$ cat config.mk
export PLATFORM = sky130hd
export DESIGN_NAME = fb_write_scheduler_flat
export DESIGN_NICKNAME = d
export VERILOG_FILES = /design/src/rtl/fb_pkg.sv /design/src/rtl/fb_write_scheduler_if.sv /design/src/rtl/fb_raster_counter.sv /design/src/rtl/fb_write_scheduler.sv /design/src/flat_wrapper.sv
export SDC_FILE = /design/constraint.sdc
export NUM_CORES = 1
export LEC_CHECK = 0
export BUFFER_PORTS_ARGS = -buffer_cell sky130_fd_sc_hd__buf_2
export CORE_MARGIN = 2
export CORE_UTILIZATION = 51
export CTS_CLUSTER_SIZE = 10
export DETAILED_ROUTE_END_ITERATION = 10
export GPL_ROUTABILITY_DRIVEN = 0
export PLACE_DENSITY = 0.83
export SLEW_MARGIN = 10
export SYNTH_ARGS = -nofsm -noshare
export SYNTH_HDL_FRONTEND = slang
export SYNTH_SLANG_ARGS = --single-unit
$ cat constraint.sdc
create_clock -name VGA_CLK -period 9.29 [get_ports VGA_CLK]
set_clock_uncertainty 0.2 [all_clocks]
set_input_delay 1.858 -clock VGA_CLK [delete_from_list [all_inputs] [get_ports VGA_CLK]]
set_output_delay 1.858 -clock VGA_CLK [all_outputs]
set_load 0.02 [all_outputs]
$ cat src/rtl/fb_pkg.sv
// Shared widths, FSM state encoding and pixel payload for the frame-buffer write scheduler.
package fb_pkg;

    localparam int unsigned COORD_W   = 11;
    localparam int unsigned COLOR_W   = 8;
    localparam int unsigned SUM_W     = COORD_W + 1;
    localparam int unsigned DEF_W_RES = 640;
    localparam int unsigned DEF_H_RES = 480;

    typedef enum logic [1:0] {
        IDLE  = 2'd0,
        CLEAR = 2'd1,
        STAMP = 2'd2
    } fb_state_t;

    typedef struct packed {
        logic [COORD_W-1:0] x;
        logic [COORD_W-1:0] y;
        logic [COLOR_W-1:0] r;
        logic [COLOR_W-1:0] g;
        logic [COLOR_W-1:0] b;
    } fb_pixel_t;

endpackage

$ cat src/rtl/fb_write_scheduler_if.sv
// Request side (clear/stamp) and shared frame-buffer write port of the scheduler.
interface fb_write_scheduler_if;
    import fb_pkg::*;

    logic               clear_req;
    logic               stamp_req;
    logic [COORD_W-1:0] stamp_x;
    logic [COORD_W-1:0] stamp_y;
    logic [COLOR_W-1:0] stamp_r;
    logic [COLOR_W-1:0] stamp_g;
    logic [COLOR_W-1:0] stamp_b;
    logic               stamp_ack;
    logic               clear_done;
    logic               busy;
    logic               wr_en;
    logic [COORD_W-1:0] wr_x;
    logic [COORD_W-1:0] wr_y;
    logic [COLOR_W-1:0] wr_r;
    logic [COLOR_W-1:0] wr_g;
    logic [COLOR_W-1:0] wr_b;

    // Scheduler side
    modport master (
        input  clear_req, stamp_req, stamp_x, stamp_y, stamp_r, stamp_g, stamp_b,
        output stamp_ack, clear_done, busy, wr_en, wr_x, wr_y, wr_r, wr_g, wr_b
    );

    // Requester / buffer side
    modport slave (
        output clear_req, stamp_req, stamp_x, stamp_y, stamp_r, stamp_g, stamp_b,
        input  stamp_ack, clear_done, busy, wr_en, wr_x, wr_y, wr_r, wr_g, wr_b
    );

endinterface

$ cat src/rtl/fb_raster_counter.sv
// Nested x/y raster counter with runtime limits; done pulses the cycle after the last position is stepped past.
module fb_raster_counter
    import fb_pkg::*;
(
    input  logic               VGA_CLK,
    input  logic               reset,
    input  logic               start_i,
    input  logic               step_i,
    input  logic [COORD_W-1:0] x_max_i,
    input  logic [COORD_W-1:0] y_max_i,
    output logic [COORD_W-1:0] x_o,
    output logic [COORD_W-1:0] y_o,
    output logic               done_o
);

    logic [COORD_W-1:0] x_q, x_d;
    logic [COORD_W-1:0] y_q, y_d;
    logic               done_q, done_d;
    logic               last_c;

    assign last_c = (x_q == x_max_i) && (y_q == y_max_i);

    // Wraps back to the origin after the last position so the next run starts clean
    always_comb begin
        x_d    = x_q;
        y_d    = y_q;
        done_d = 1'b0;
        if (start_i) begin
            x_d = '0;
            y_d = '0;
        end else if (step_i) begin
            done_d = last_c;
            if (x_q == x_max_i) begin
                x_d = '0;
                y_d = (y_q == y_max_i) ? '0 : y_q + COORD_W'(1);
            end else begin
                x_d = x_q + COORD_W'(1);
            end
        end
    end

    always_ff @(posedge VGA_CLK) begin
        if (!reset) begin
            x_q    <= '0;
            y_q    <= '0;
            done_q <= 1'b0;
        end else begin
            x_q    <= x_d;
            y_q    <= y_d;
            done_q <= done_d;
        end
    end

    assign x_o    = x_q;
    assign y_o    = y_q;
    assign done_o = done_q;

endmodule

$ cat src/rtl/fb_write_scheduler.sv
// Arbitrates full-screen clear and cursor stamp into one registered frame-buffer write stream.
module fb_write_scheduler
    import fb_pkg::*;
#(
    parameter int unsigned        W_RES = DEF_W_RES,
    parameter int unsigned        H_RES = DEF_H_RES,
    parameter int unsigned        SIZE  = 16,
    parameter logic [COLOR_W-1:0] CLR_R = COLOR_W'(255),
    parameter logic [COLOR_W-1:0] CLR_G = COLOR_W'(255),
    parameter logic [COLOR_W-1:0] CLR_B = COLOR_W'(255)
)(
    input  logic                  VGA_CLK,
    input  logic                  reset,
    fb_write_scheduler_if.master  bus
);

    localparam logic [COORD_W-1:0] CLR_X_MAX = COORD_W'(W_RES - 1);
    localparam logic [COORD_W-1:0] CLR_Y_MAX = COORD_W'(H_RES - 1);
    localparam logic [COORD_W-1:0] STP_MAX   = COORD_W'(SIZE - 1);

    fb_state_t          state_q, state_d;
    logic               clear_pend_q, clear_pend_d;
    fb_pixel_t          stamp_q, stamp_d;
    fb_pixel_t          out_q, out_d;
    logic               wr_en_q, wr_en_d;
    logic               stamp_ack_q, stamp_ack_d;
    logic               clear_done_q, clear_done_d;
    logic               busy_q, busy_d;

    fb_pixel_t          base_c;
    logic [SUM_W-1:0]   sum_x_c, sum_y_c;
    logic               emit_clear_c, emit_stamp_c;
    logic               cnt_start_c, cnt_step_c;
    logic [COORD_W-1:0] cnt_x_max_c, cnt_y_max_c;
    logic [COORD_W-1:0] cnt_x, cnt_y;
    logic               cnt_done;

    fb_raster_counter u_raster (
        .VGA_CLK (VGA_CLK),
        .reset   (reset),
        .start_i (cnt_start_c),
        .step_i  (cnt_step_c),
        .x_max_i (cnt_x_max_c),
        .y_max_i (cnt_y_max_c),
        .x_o     (cnt_x),
        .y_o     (cnt_y),
        .done_o  (cnt_done)
    );

    // In IDLE the stamp inputs feed the first pixel directly, since latching happens on that same edge
    always_comb begin
        base_c = stamp_q;
        if (state_q == IDLE) begin
            base_c = '{x: bus.stamp_x, y: bus.stamp_y,
                       r: bus.stamp_r, g: bus.stamp_g, b: bus.stamp_b};
        end
    end

    assign sum_x_c = SUM_W'(base_c.x) + SUM_W'(cnt_x);
    assign sum_y_c = SUM_W'(base_c.y) + SUM_W'(cnt_y);

    always_comb begin
        state_d      = state_q;
        clear_pend_d = clear_pend_q;
        stamp_d      = stamp_q;
        out_d        = '0;
        wr_en_d      = 1'b0;
        stamp_ack_d  = 1'b0;
        clear_done_d = 1'b0;
        emit_clear_c = 1'b0;
        emit_stamp_c = 1'b0;
        cnt_start_c  = 1'b0;
        cnt_step_c   = 1'b0;

        if (bus.clear_req && (state_q != CLEAR)) begin
            clear_pend_d = 1'b1;
        end

        unique case (state_q)
            IDLE: begin
                if (clear_pend_q || bus.clear_req) begin
                    state_d      = CLEAR;
                    clear_pend_d = 1'b0;
                    emit_clear_c = 1'b1;
                    cnt_step_c   = 1'b1;
                end else if (bus.stamp_req) begin
                    state_d      = STAMP;
                    stamp_d      = base_c;
                    stamp_ack_d  = 1'b1;
                    emit_stamp_c = 1'b1;
                    cnt_step_c   = 1'b1;
                end else begin
                    cnt_start_c  = 1'b1;
                end
            end
            CLEAR: begin
                if (cnt_done) begin
                    state_d      = IDLE;
                    clear_done_d = 1'b1;
                end else begin
                    emit_clear_c = 1'b1;
                    cnt_step_c   = 1'b1;
                end
            end
            STAMP: begin
                if (cnt_done) begin
                    state_d = IDLE;
                end else begin
                    emit_stamp_c = 1'b1;
                    cnt_step_c   = 1'b1;
                end
            end
            default: state_d = IDLE;
        endcase

        busy_d      = (state_d != IDLE);
        cnt_x_max_c = (state_d == CLEAR) ? CLR_X_MAX : STP_MAX;
        cnt_y_max_c = (state_d == CLEAR) ? CLR_Y_MAX : STP_MAX;

        // Clipped stamp pixels still consume a cycle but are not written
        if (emit_clear_c) begin
            wr_en_d = 1'b1;
            out_d   = '{x: cnt_x, y: cnt_y, r: CLR_R, g: CLR_G, b: CLR_B};
        end else if (emit_stamp_c) begin
            wr_en_d = (sum_x_c < SUM_W'(W_RES)) && (sum_y_c < SUM_W'(H_RES));
            out_d   = '{x: sum_x_c[COORD_W-1:0], y: sum_y_c[COORD_W-1:0],
                        r: base_c.r, g: base_c.g, b: base_c.b};
        end
    end

    always_ff @(posedge VGA_CLK) begin
        if (!reset) begin
            state_q      <= IDLE;
            clear_pend_q <= 1'b1;
            stamp_q      <= '0;
            out_q        <= '0;
            wr_en_q      <= 1'b0;
            stamp_ack_q  <= 1'b0;
            clear_done_q <= 1'b0;
            busy_q       <= 1'b0;
        end else begin
            state_q      <= state_d;
            clear_pend_q <= clear_pend_d;
            stamp_q      <= stamp_d;
            out_q        <= out_d;
            wr_en_q      <= wr_en_d;
            stamp_ack_q  <= stamp_ack_d;
            clear_done_q <= clear_done_d;
            busy_q       <= busy_d;
        end
    end

    assign bus.wr_en      = wr_en_q;
    assign bus.wr_x       = out_q.x;
    assign bus.wr_y       = out_q.y;
    assign bus.wr_r       = out_q.r;
    assign bus.wr_g       = out_q.g;
    assign bus.wr_b       = out_q.b;
    assign bus.stamp_ack  = stamp_ack_q;
    assign bus.clear_done = clear_done_q;
    assign bus.busy       = busy_q;

endmodule

$ cat src/flat_wrapper.sv
// flat-port wrapper written by rule: the top's interface ports become plain ports
module fb_write_scheduler_flat import fb_pkg::*;
#(
    parameter int unsigned        W_RES = DEF_W_RES,
    parameter int unsigned        H_RES = DEF_H_RES,
    parameter int unsigned        SIZE  = 16,
    parameter logic [COLOR_W-1:0] CLR_R = COLOR_W'(255),
    parameter logic [COLOR_W-1:0] CLR_G = COLOR_W'(255),
    parameter logic [COLOR_W-1:0] CLR_B = COLOR_W'(255)
)
  (VGA_CLK, reset, bus_clear_req, bus_stamp_req, bus_stamp_x, bus_stamp_y, bus_stamp_r, bus_stamp_g, bus_stamp_b, bus_stamp_ack, bus_clear_done, bus_busy, bus_wr_en, bus_wr_x, bus_wr_y, bus_wr_r, bus_wr_g, bus_wr_b);
  fb_write_scheduler_if bus_i ();
  input  logic VGA_CLK;
  input  logic reset;
  input wire logic [$bits(bus_i.clear_req)-1:0] bus_clear_req;
  input wire logic [$bits(bus_i.stamp_req)-1:0] bus_stamp_req;
  input wire logic [$bits(bus_i.stamp_x)-1:0] bus_stamp_x;
  input wire logic [$bits(bus_i.stamp_y)-1:0] bus_stamp_y;
  input wire logic [$bits(bus_i.stamp_r)-1:0] bus_stamp_r;
  input wire logic [$bits(bus_i.stamp_g)-1:0] bus_stamp_g;
  input wire logic [$bits(bus_i.stamp_b)-1:0] bus_stamp_b;
  output wire logic [$bits(bus_i.stamp_ack)-1:0] bus_stamp_ack;
  output wire logic [$bits(bus_i.clear_done)-1:0] bus_clear_done;
  output wire logic [$bits(bus_i.busy)-1:0] bus_busy;
  output wire logic [$bits(bus_i.wr_en)-1:0] bus_wr_en;
  output wire logic [$bits(bus_i.wr_x)-1:0] bus_wr_x;
  output wire logic [$bits(bus_i.wr_y)-1:0] bus_wr_y;
  output wire logic [$bits(bus_i.wr_r)-1:0] bus_wr_r;
  output wire logic [$bits(bus_i.wr_g)-1:0] bus_wr_g;
  output wire logic [$bits(bus_i.wr_b)-1:0] bus_wr_b;
  assign bus_i.clear_req = bus_clear_req;
  assign bus_i.stamp_req = bus_stamp_req;
  assign bus_i.stamp_x = bus_stamp_x;
  assign bus_i.stamp_y = bus_stamp_y;
  assign bus_i.stamp_r = bus_stamp_r;
  assign bus_i.stamp_g = bus_stamp_g;
  assign bus_i.stamp_b = bus_stamp_b;
  assign bus_stamp_ack = bus_i.stamp_ack;
  assign bus_clear_done = bus_i.clear_done;
  assign bus_busy = bus_i.busy;
  assign bus_wr_en = bus_i.wr_en;
  assign bus_wr_x = bus_i.wr_x;
  assign bus_wr_y = bus_i.wr_y;
  assign bus_wr_r = bus_i.wr_r;
  assign bus_wr_g = bus_i.wr_g;
  assign bus_wr_b = bus_i.wr_b;
  fb_write_scheduler #(.W_RES(W_RES), .H_RES(H_RES), .SIZE(SIZE), .CLR_R(CLR_R), .CLR_G(CLR_G), .CLR_B(CLR_B)) u_core (.VGA_CLK(VGA_CLK), .reset(reset), .bus(bus_i));
endmodule
### Word level (Yosys, flattened, before mapping)

Index checks and enable logic that the tools add are counted.

| storage, ports and cells | value |
|---|---|
| bits in registers | 122 |
| bits of input ports | 50 |
| word-level logic and storage cells | 75 |
| output and inout bits | 50 |

| cells by class | value |
|---|---|
| reductions and logical operators | 13 |
| $lt $le $gt $ge | 2 |
| add/subtract/negate cells | 4 |
| equal/unequal tests | 6 |
| multiplexer cells | 28 |
| bitwise gates (word level) | 3 |

Operators with widths:

| cell | number |
|---|---|
| 2-to-1 mux 46 bit | 3 |
| adder 11 x 11 -> 12 bit | 2 |
| adder 11 x 1 -> 11 bit, second input constant | 2 |
| == test 11 bit | 2 |
| 2-to-1 mux 11 bit | 2 |
| 2-to-1 mux 1 bit | 14 |
| < comparator 12 x 10 -> 1 bit, second input constant | 1 |
| < comparator 12 x 9 -> 1 bit, second input constant | 1 |
| 2-to-1 mux 10 bit | 1 |
| 2-to-1 mux 9 bit | 1 |
| 2-to-1 mux 2 bit | 3 |
| one-hot mux 1 bit (2 select lines) | 3 |
| AND reduction 2 bit | 3 |
| == test 2 x 1 -> 1 bit, second input constant | 2 |
| one-hot mux 2 bit (2 select lines) | 1 |
| OR reduction 2 bit | 2 |
| logical AND 1 bit | 3 |
| NOT 1 bit | 3 |
| AND reduction 3 bit | 1 |
| OR reduction 3 bit | 1 |
| == test 2 bit, second input constant | 1 |
| logical NOT 2 bit | 1 |
| != test 2 x 1 -> 1 bit, second input constant | 1 |
| nonzero test 2 bit | 1 |
| logical OR 1 bit | 1 |

### Longest topological paths before layout

Gate-level depths: netlist (run 1).

| logic depth | value |
|---|---|
| word-level depth | 7 |
| gate-level depth with buffers | 15 |
| gate-level depth less buffers | 13 |

### Modules after synthesis

From an unflattened synthesis (run 1), not the netlist that was laid out.

| second synthesis, totals | value |
|---|---|
| cells, all modules | 719 |
| area total of the unflattened synthesis | 6542.5 µm² |

Modules (own cells, without submodules):

| module | instances | cells an instance | sequential area each (µm²) | area an instance (µm²) |
|---|---|---|---|---|
| fb_write_scheduler | 1 | 562 | 1981.9 | 5127.4 |
| fb_raster_counter | 1 | 157 | 460.4 | 1415.1 |

### Worst setup path before layout (run 1)

OpenSTA, ideal clock, no wires.

| timing | value |
|---|---|
| path kind | input to register |
| start point | input bus_stamp_x[1] |
| end point | register u_core.out_q (netlist bit u_core.bus.wr_x[9]) |
| arrival | 3.923 ns |
| data required time | 9.014 ns |
| buffers on the path | 0 |
| path slack | 5.092 ns |
| library setup time | 0.076 ns |
| stages | 10 |
| cell sequence | mux2i_1 -> inv_1 -> ha_1 -> a211oi_1 -> o21ai_1 -> o31ai_1 -> o21ai_0 -> xor2_1 -> or3b_1 -> a21boi_0 |

RTL lines:

| item | line | source |
|---|---|---|
| start: declaration | flat_wrapper.sv:17 | `input wire logic [$bits(bus_i.stamp_x)-1:0] bus_stamp_x;` |
| end signal: assignment | fb_write_scheduler.sv:145 | `out_q <= out_d;` |
| end: declaration | fb_write_scheduler.sv:24 | `fb_pixel_t out_q, out_d;` |

==> flow_summary.toml, run 1 <==
[run_status]
status = "finished clean"

[place]
dpl.hpwl_mm = 9.434
dp_slack_ps = 4649
placed_area_sq_um = 6843
post-place-cells = 892
port_buffers = 99

[critical_path]
criticalPathCategory = "register to register"
worstPathRequired_ps = 9430
startpoint_type = "register"
worst_setup_path_end_kind = "register"
cp_max_fo = 27
worst_ep_arrival_time_ps = 4660

[timing]
min_period_over_period_pct = 48.72
grt_setup_unrepaired = "no"
report.final.slew_viol_count = 0
worst_pin_slew_ps = 1068
hold-worst-slack_ps = 263.8
max_freq_mhz = 221.0
max_slew_margin_pct = 28.56
post-route-min-period_ps = 4526
setup_tns_ps = 0
setup_viol_count_final = 0
hold_violations = 0
fin_ws_ps = 4764

[drt]
drt_iter0_drc = 503
wire_per_inst_um = 16.17
postRouteAntennaNets = 0
drtPass1Iterations = 5
via_per_inst = 5.699
vias = 5266
wirelength_mm = 14.95
drcViolationCount = 0

[flow_run]
cap_violations = 0

[grt]
antenna_found_initial = 0
grt_max_degree = 101
grt_pass1_vias = 5108
grt_first_pass_wirelength_mm = 24.34
grt-ovfl-total = 0
grt_usage_pct = 22.82

[floorplan]
row_count = 40
ios = 100
die_h_um = 114.9
die_area_sq_um = 13200
core_area_sq_um = 12010
start_util_pct = 52.23
dieWidth_um = 114.9

[final_layout]
n_antenna_cell = 0
nFillCells = 997
drive_gt1_share_pct = 22.52
nets = 845
instances_no_fill = 924
postLayoutCoreUtil_pct = 62.57
finalInstanceArea_sq_um = 7516
area_growth_syn_to_layout_pct = 19.80

[clocking]
cts_buffers = 17
cts_hold_buf = 0
cts.sinks = 122
cts_post_setup_buffers_inserted = 0
htree_levels = 4
clkLatencyLatePin_ps = 410
cts_tree = "yes"
postCtsResizedCells = 0
ctsLongestPathBuffers = 2
root_buffer = "clkbuf_16"
cts.clk_slew.worst_paths_ps = 60

[yosys]
synth_edf_count = 0
synth_warnings = 0
synthDominantCellAreaShare_pct = 38.93
synth_nets = 763
synthArstFlopShare_pct = 0
synth_seq_area_share_pct = 38.93
yosys.cell_types.count = 56
synth-seq-cells = 122
ys.flop_type = "dfxtp_1"
syn_avg_cell_area_sq_um = 9.199
syn_inst = 682
yosys-top-cells-area = "dfxtp_1, mux2i_1, ha_1"
netlist_area_sq_um = 6274
yosysTopAreaCell = "dfxtp_1"

[pwr]
power_mw = 1.541
power.density_nw_per_um2 = 205.1
p_leak_nw = 3.183
ir_drop_mv = 0.1084

[hold_path]
hp-class = "register to register"
## report_power, final
group | switching [mW] | internal [mW] | leakage [nW] | total [mW]
logic | 0.136 | 0.0932 | 1.87 | 0.229
registers | 0.0121 | 0.549 | 0.995 | 0.562
clock network | 0.247 | 0.504 | 0.319 | 0.751
## layout make-up
cell class                 instances  area, sq um  share of cell area (%)
multi-input combinational        504         3623                   48.21
inverter                          14        52.55                  0.6992
sequential                       122         2442                   32.50
clock inverter                    15        247.7                   3.296
timing repair buffer             105        540.5                   7.192
clock buffer                      17        425.4                   5.660
tap                              147        183.9                   2.447
## cell usage in the layout, fill, tap and decap left out, types with 7 or more instances in the layout
cell type / n
a21boi_0: 26
xnor2_1: 12
mux2_2: 20
o211ai_1: 7
nand2_1: 62
buf_2: 99
a22oi_1: 15
nor2_1: 50
o21ai_0: 13
ha_1: 28
a21oi_1: 27
nor4_1: 7
xor2_1: 12
inv_1: 14
mux2i_1: 46
o31ai_1: 7
nand3_1: 12
o21a_1: 30
nor2b_1: 48
dfxtp_1: 122
and3_1: 10
clkbuf_16: 17
## kinds of logic after synthesis
logic type	synth area share, %
buf+inv	3.590
fa+ha+maj	6.422
compound gates	18.57
mux	10.93
xor+xnor	3.351
flops	38.93
simple gates	18.21
## critical path: stages (launching register included)
cell and delay, ps:
dfxtp_1 340, inv_1 90, ha_2 650, buf_4 520, mux2i_1 420, inv_1 100, ha_1 310, a211oi_1 330
o21ai_1 160, o31ai_1 440, o21ai_0 200, xor2_1 180, or3b_1 350, a21boi_0 160
## layer usage
layer | GRT usage, % | vias to the layer above | wire [um]
met3 | 5.957 | 24 | 776
li1 | - | 2587 | -
met5 | 0 | - | 0
met2 | 38.43 | 142 | 7175
met4 | 7.390 | 0 | 257
met1 | 28.58 | 2513 | 6736
## state kept, by name, summed over array words and instances (netlist names), 2 cells and up
name                 cells
u_core.stamp_q          46
u_core.u_raster.x_o     11
u_core.bus.wr_b          8
u_core.u_raster.y_o     11
u_core.bus.wr_g          8
u_core.state_q           2
u_core.bus.wr_x         11
u_core.bus.wr_y         11
u_core.bus.wr_r          8
## worst paths after layout
check | start | endpoint | slack [ps] | cells past startpoint
setup / recovery | u_core.state_q[0] | u_core.bus.wr_x[9] | 4760 | 13
hold / removal | u_core.stamp_q[5] | u_core.stamp_q[5] | 260 | 2
setup reg to reg | u_core.state_q[0] | u_core.bus.wr_x[9] | 4760 | 13
hold reg to reg | u_core.stamp_q[5] | u_core.stamp_q[5] | 260 | 2
## cells in the mapped netlist (8+ instances only)
library cell and count:
inv_1 14, a21boi_0 26, dfxtp_1 122, buf_2 8, a22oi_1 15, o21ai_0 14, mux2_2 20, nand2_1 62
nor2_1 50, clkbuf_1 25, nand3_1 12, xnor2_1 12, o21a_1 30, ha_1 29, nor2b_1 48, mux2i_1 46
and3_1 10, a21oi_1 28, xor2_1 12
Note: power is estimated with default switching activity, not from simulation.
==> run 2, diff against run 1 <==
Settings changed: ABC_AREA set to 1, PLACE_DENSITY 0.83 to 0.86.
Clock period 9.29 ns to 3.6 ns, I/O delays scaled along.
==> run 2 against run 1 <==
Against the previous run:
- global-route usage increased by 3.4 points
- sequential share of layout area shrank 0.46 points
- count of clock-buffer cells in the layout increased by 5
- utilization down 1.4 points
- via count is 25% higher
- final area grew 1.4%
- clock power up 110%
- cell count grew 33%
- synthesized area increased by 2.8%
- critical path type unchanged
- largest power group unchanged
==> flow_summary.toml, run 2 <==
[run_status]
status = "finished clean"

[hold_path]
hold_depth = 2
hp-class = "register to register"
min_to = "u_core.stamp_q[18]"
hold_start = "u_core.stamp_q[18]"

[timing]
post-route-min-period_ps = 3158
max_freq_mhz = 316.7
worst_pin_slew_ps = 1113
hold_violations = 0
fin_ws_ps = 442.2
max_slew_margin_pct = 25.72
setup_tns_ps = 0
grt_setup_unrepaired = "no"
hold-worst-slack_ps = 243.9
report.final.slew_viol_count = 0
setup_viol_count_final = 0
min_period_over_period_pct = 87.72

[place]
placed_area_sq_um = 7079
dp_slack_ps = 499.6
dpl.hpwl_mm = 11.78
port_buffers = 99

[critical_path]
critPathMostFrequentCell = "nand2_1"
crit_path_top_delay_cell = "ha_2"
worst_ep_arrival_time_ps = 3220
worstReg2RegStart = "u_core.state_q[0]"
worst_setup_path_end_kind = "register"
crit_start = "u_core.state_q[0]"
reg2reg_depth = 19
r2r_slack_ps = 440
critical_path.cell_chain = "inv_1 -> ha_2 -> buf_4 -> nand2_1 -> o21ai_0 -> inv_1 -> fa_1 -> inv_1 -> nand2_1 -> nand2_1 -> nand3_1 -> nand2_1 -> nand2_1 -> nand2_1 -> nand3_1 -> nor2_1 -> nor2_1 -> nand2_1 -> a21oi_1"
startpoint_type = "register"
r2r_end = "u_core.bus.wr_en"
criticalPathCategory = "register to register"
cp_max_fo = 19
crit_path_max_incr_delay_ps = 420
worstPathRequired_ps = 3660

[yosys]
synth_commonest_cells = "nand2_1, inv_1, dfxtp_1, a21oi_1, o21ai_0"
yosys-top-cells-area = "dfxtp_1, nand2_1, inv_1"
synth_top_family_by_area = "simple AND/OR/NAND/NOR gates"
synth_fa_ha_area_share_pct = 6.248
synth_edf_count = 0
synthMuxAreaShare_pct = 0
synthDominantCellAreaShare_pct = 37.87
synth.most_common_cell = "nand2_1"
synth_compound_area_share_pct = 16.53
yosysTopAreaCell = "dfxtp_1"
yosys.area_share.xor_xnor_pct = 1.630
synth-seq-cells = 122
synthArstFlopShare_pct = 0
ys.flop_type = "dfxtp_1"
synth_seq_area_share_pct = 37.87
yosys.area_share.simple_pct = 27.36
syn_inst = 958
synth_nets = 1039
netlist_area_sq_um = 6449
synth_warnings = 0
syn_avg_cell_area_sq_um = 6.731
yosys.cell_types.count = 39

[drt]
wirelength_mm = 17.35
drt_iter0_drc = 775
via_per_inst = 5.357
drcViolationCount = 0
vias = 6594
wire_per_inst_um = 14.10
postRouteAntennaNets = 0
drtPass1Iterations = 6

[grt]
grt-ovfl-total = 0
grt_first_pass_wirelength_mm = 27.98
grt_pass1_vias = 6023
antenna_found_initial = 0
grt_max_degree = 91
grt_usage_pct = 26.23

[final_layout]
final_common_cell = "nand2_1"
finalInstanceArea_sq_um = 7625
nets = 1129
regMostFlops = "u_core.stamp_q"
area_growth_syn_to_layout_pct = 18.24
n_antenna_cell = 0
layout_common_cells = "nand2_1, inv_1, dfxtp_1, buf_2, a21oi_1"
largest_reg_flops = 46
drive_gt1_share_pct = 15.01
nFillCells = 1116

[clocking]
cts_post_setup_buffers_inserted = 0
root_buffer = "clkbuf_16"
cts.clk_slew.worst_paths_ps = 60
cts_tree = "yes"
cts_hold_buf = 0
htree_levels = 4
cts.sinks = 122
clkLatencyLatePin_ps = 430
postCtsResizedCells = 0
cts_buffers = 17
ctsLongestPathBuffers = 2

[pwr]
p_leak_nw = 3.664
ir_drop_mv = 0.2838
power.density_nw_per_um2 = 497.9

[floorplan]
row_count = 41
ios = 100
dieWidth_um = 116.4
die_h_um = 116.4
start_util_pct = 51.73
die_area_sq_um = 13560
core_area_sq_um = 12470

[flow_run]
cap_violations = 0
==> run 2: cell count changes in the layout (fill, tap and decap cells not counted), moves of 17 or more <==
cell / delta
nand2_1: +211
inv_1: +118
o21ai_0: +63
a21oi_1: +60
nor2b_1: -48
mux2i_1: -46
nand3_1: +28
o21a_1: -28
a21boi_0: -26
mux2_2: -20
a211oi_1: +17
==> run 2: per-layer routing <==
layer  vias up  wire length, um  track usage [%]
met4         0              580            12.38
met1      3000             7327            33.64
met3        56             1219            6.124
met2       290             8225            41.90
met5         -                0                0
li1       3248                -                -
==> run 2: logic make-up (layout without fill, tap and decap cells) <==
group,after synthesis,in the layout
fa+ha+maj,31,31
simple gates,423,423
flops,122,122
compound gates,196,196
xor+xnor,12,12
buf+inv,174,275
==> run 2: final cells by class <==
type,instances,area [sq um],area share [%]
inverters,136,510.5,6.695
clock inverters,8,71.32,0.9353
repair buffers,109,570.5,7.483
well taps,172,215.2,2.822
clock buffers,22,474.2,6.219
flip-flops and latches,122,2442,32.03
multi-input cells,662,3341,43.81
==> run 2: stage by stage <==
step / cells / utilization, % / total power [mW]
after floorplan: 958 / - / 2.008
after global placement: 1201 / 56.79 / 2.204
after detailed placement: 1201 / 56.79 / 2.216
after CTS: 1231 / 61.17 / 3.794
after global routing: 1231 / 61.17 / 3.950
final: 1231 / 61.17 / 3.797
==> run 2: worst max path at each step <==
stage	end
finish	u_core.bus.wr_en
global route	u_core.bus.wr_en
CTS	u_core.bus.wr_en
detailed placement	u_core.bus.wr_en
global placement	u_core.bus.wr_en
floorplan	u_core.bus.wr_en
==> run 2: where the power goes <==
part	internal [mW]	total (mW)	leakage (nW)	switching, mW
combinational	0.229	0.735	2.40	0.506
sequential	1.44	1.48	0.996	0.0343
clock	0.988	1.58	0.271	0.597
==> run 2: critical path: cells and delay by family, from the launching register on <==
kind | cells | cell delay (ps)
adder cells (fa/ha/maj) | 2 | 810
flip-flops | 1 | 320
AO/OA/AOI/OAI | 2 | 180
buffers and inverters | 4 | 610
AND/OR/NAND/NOR | 11 | 870
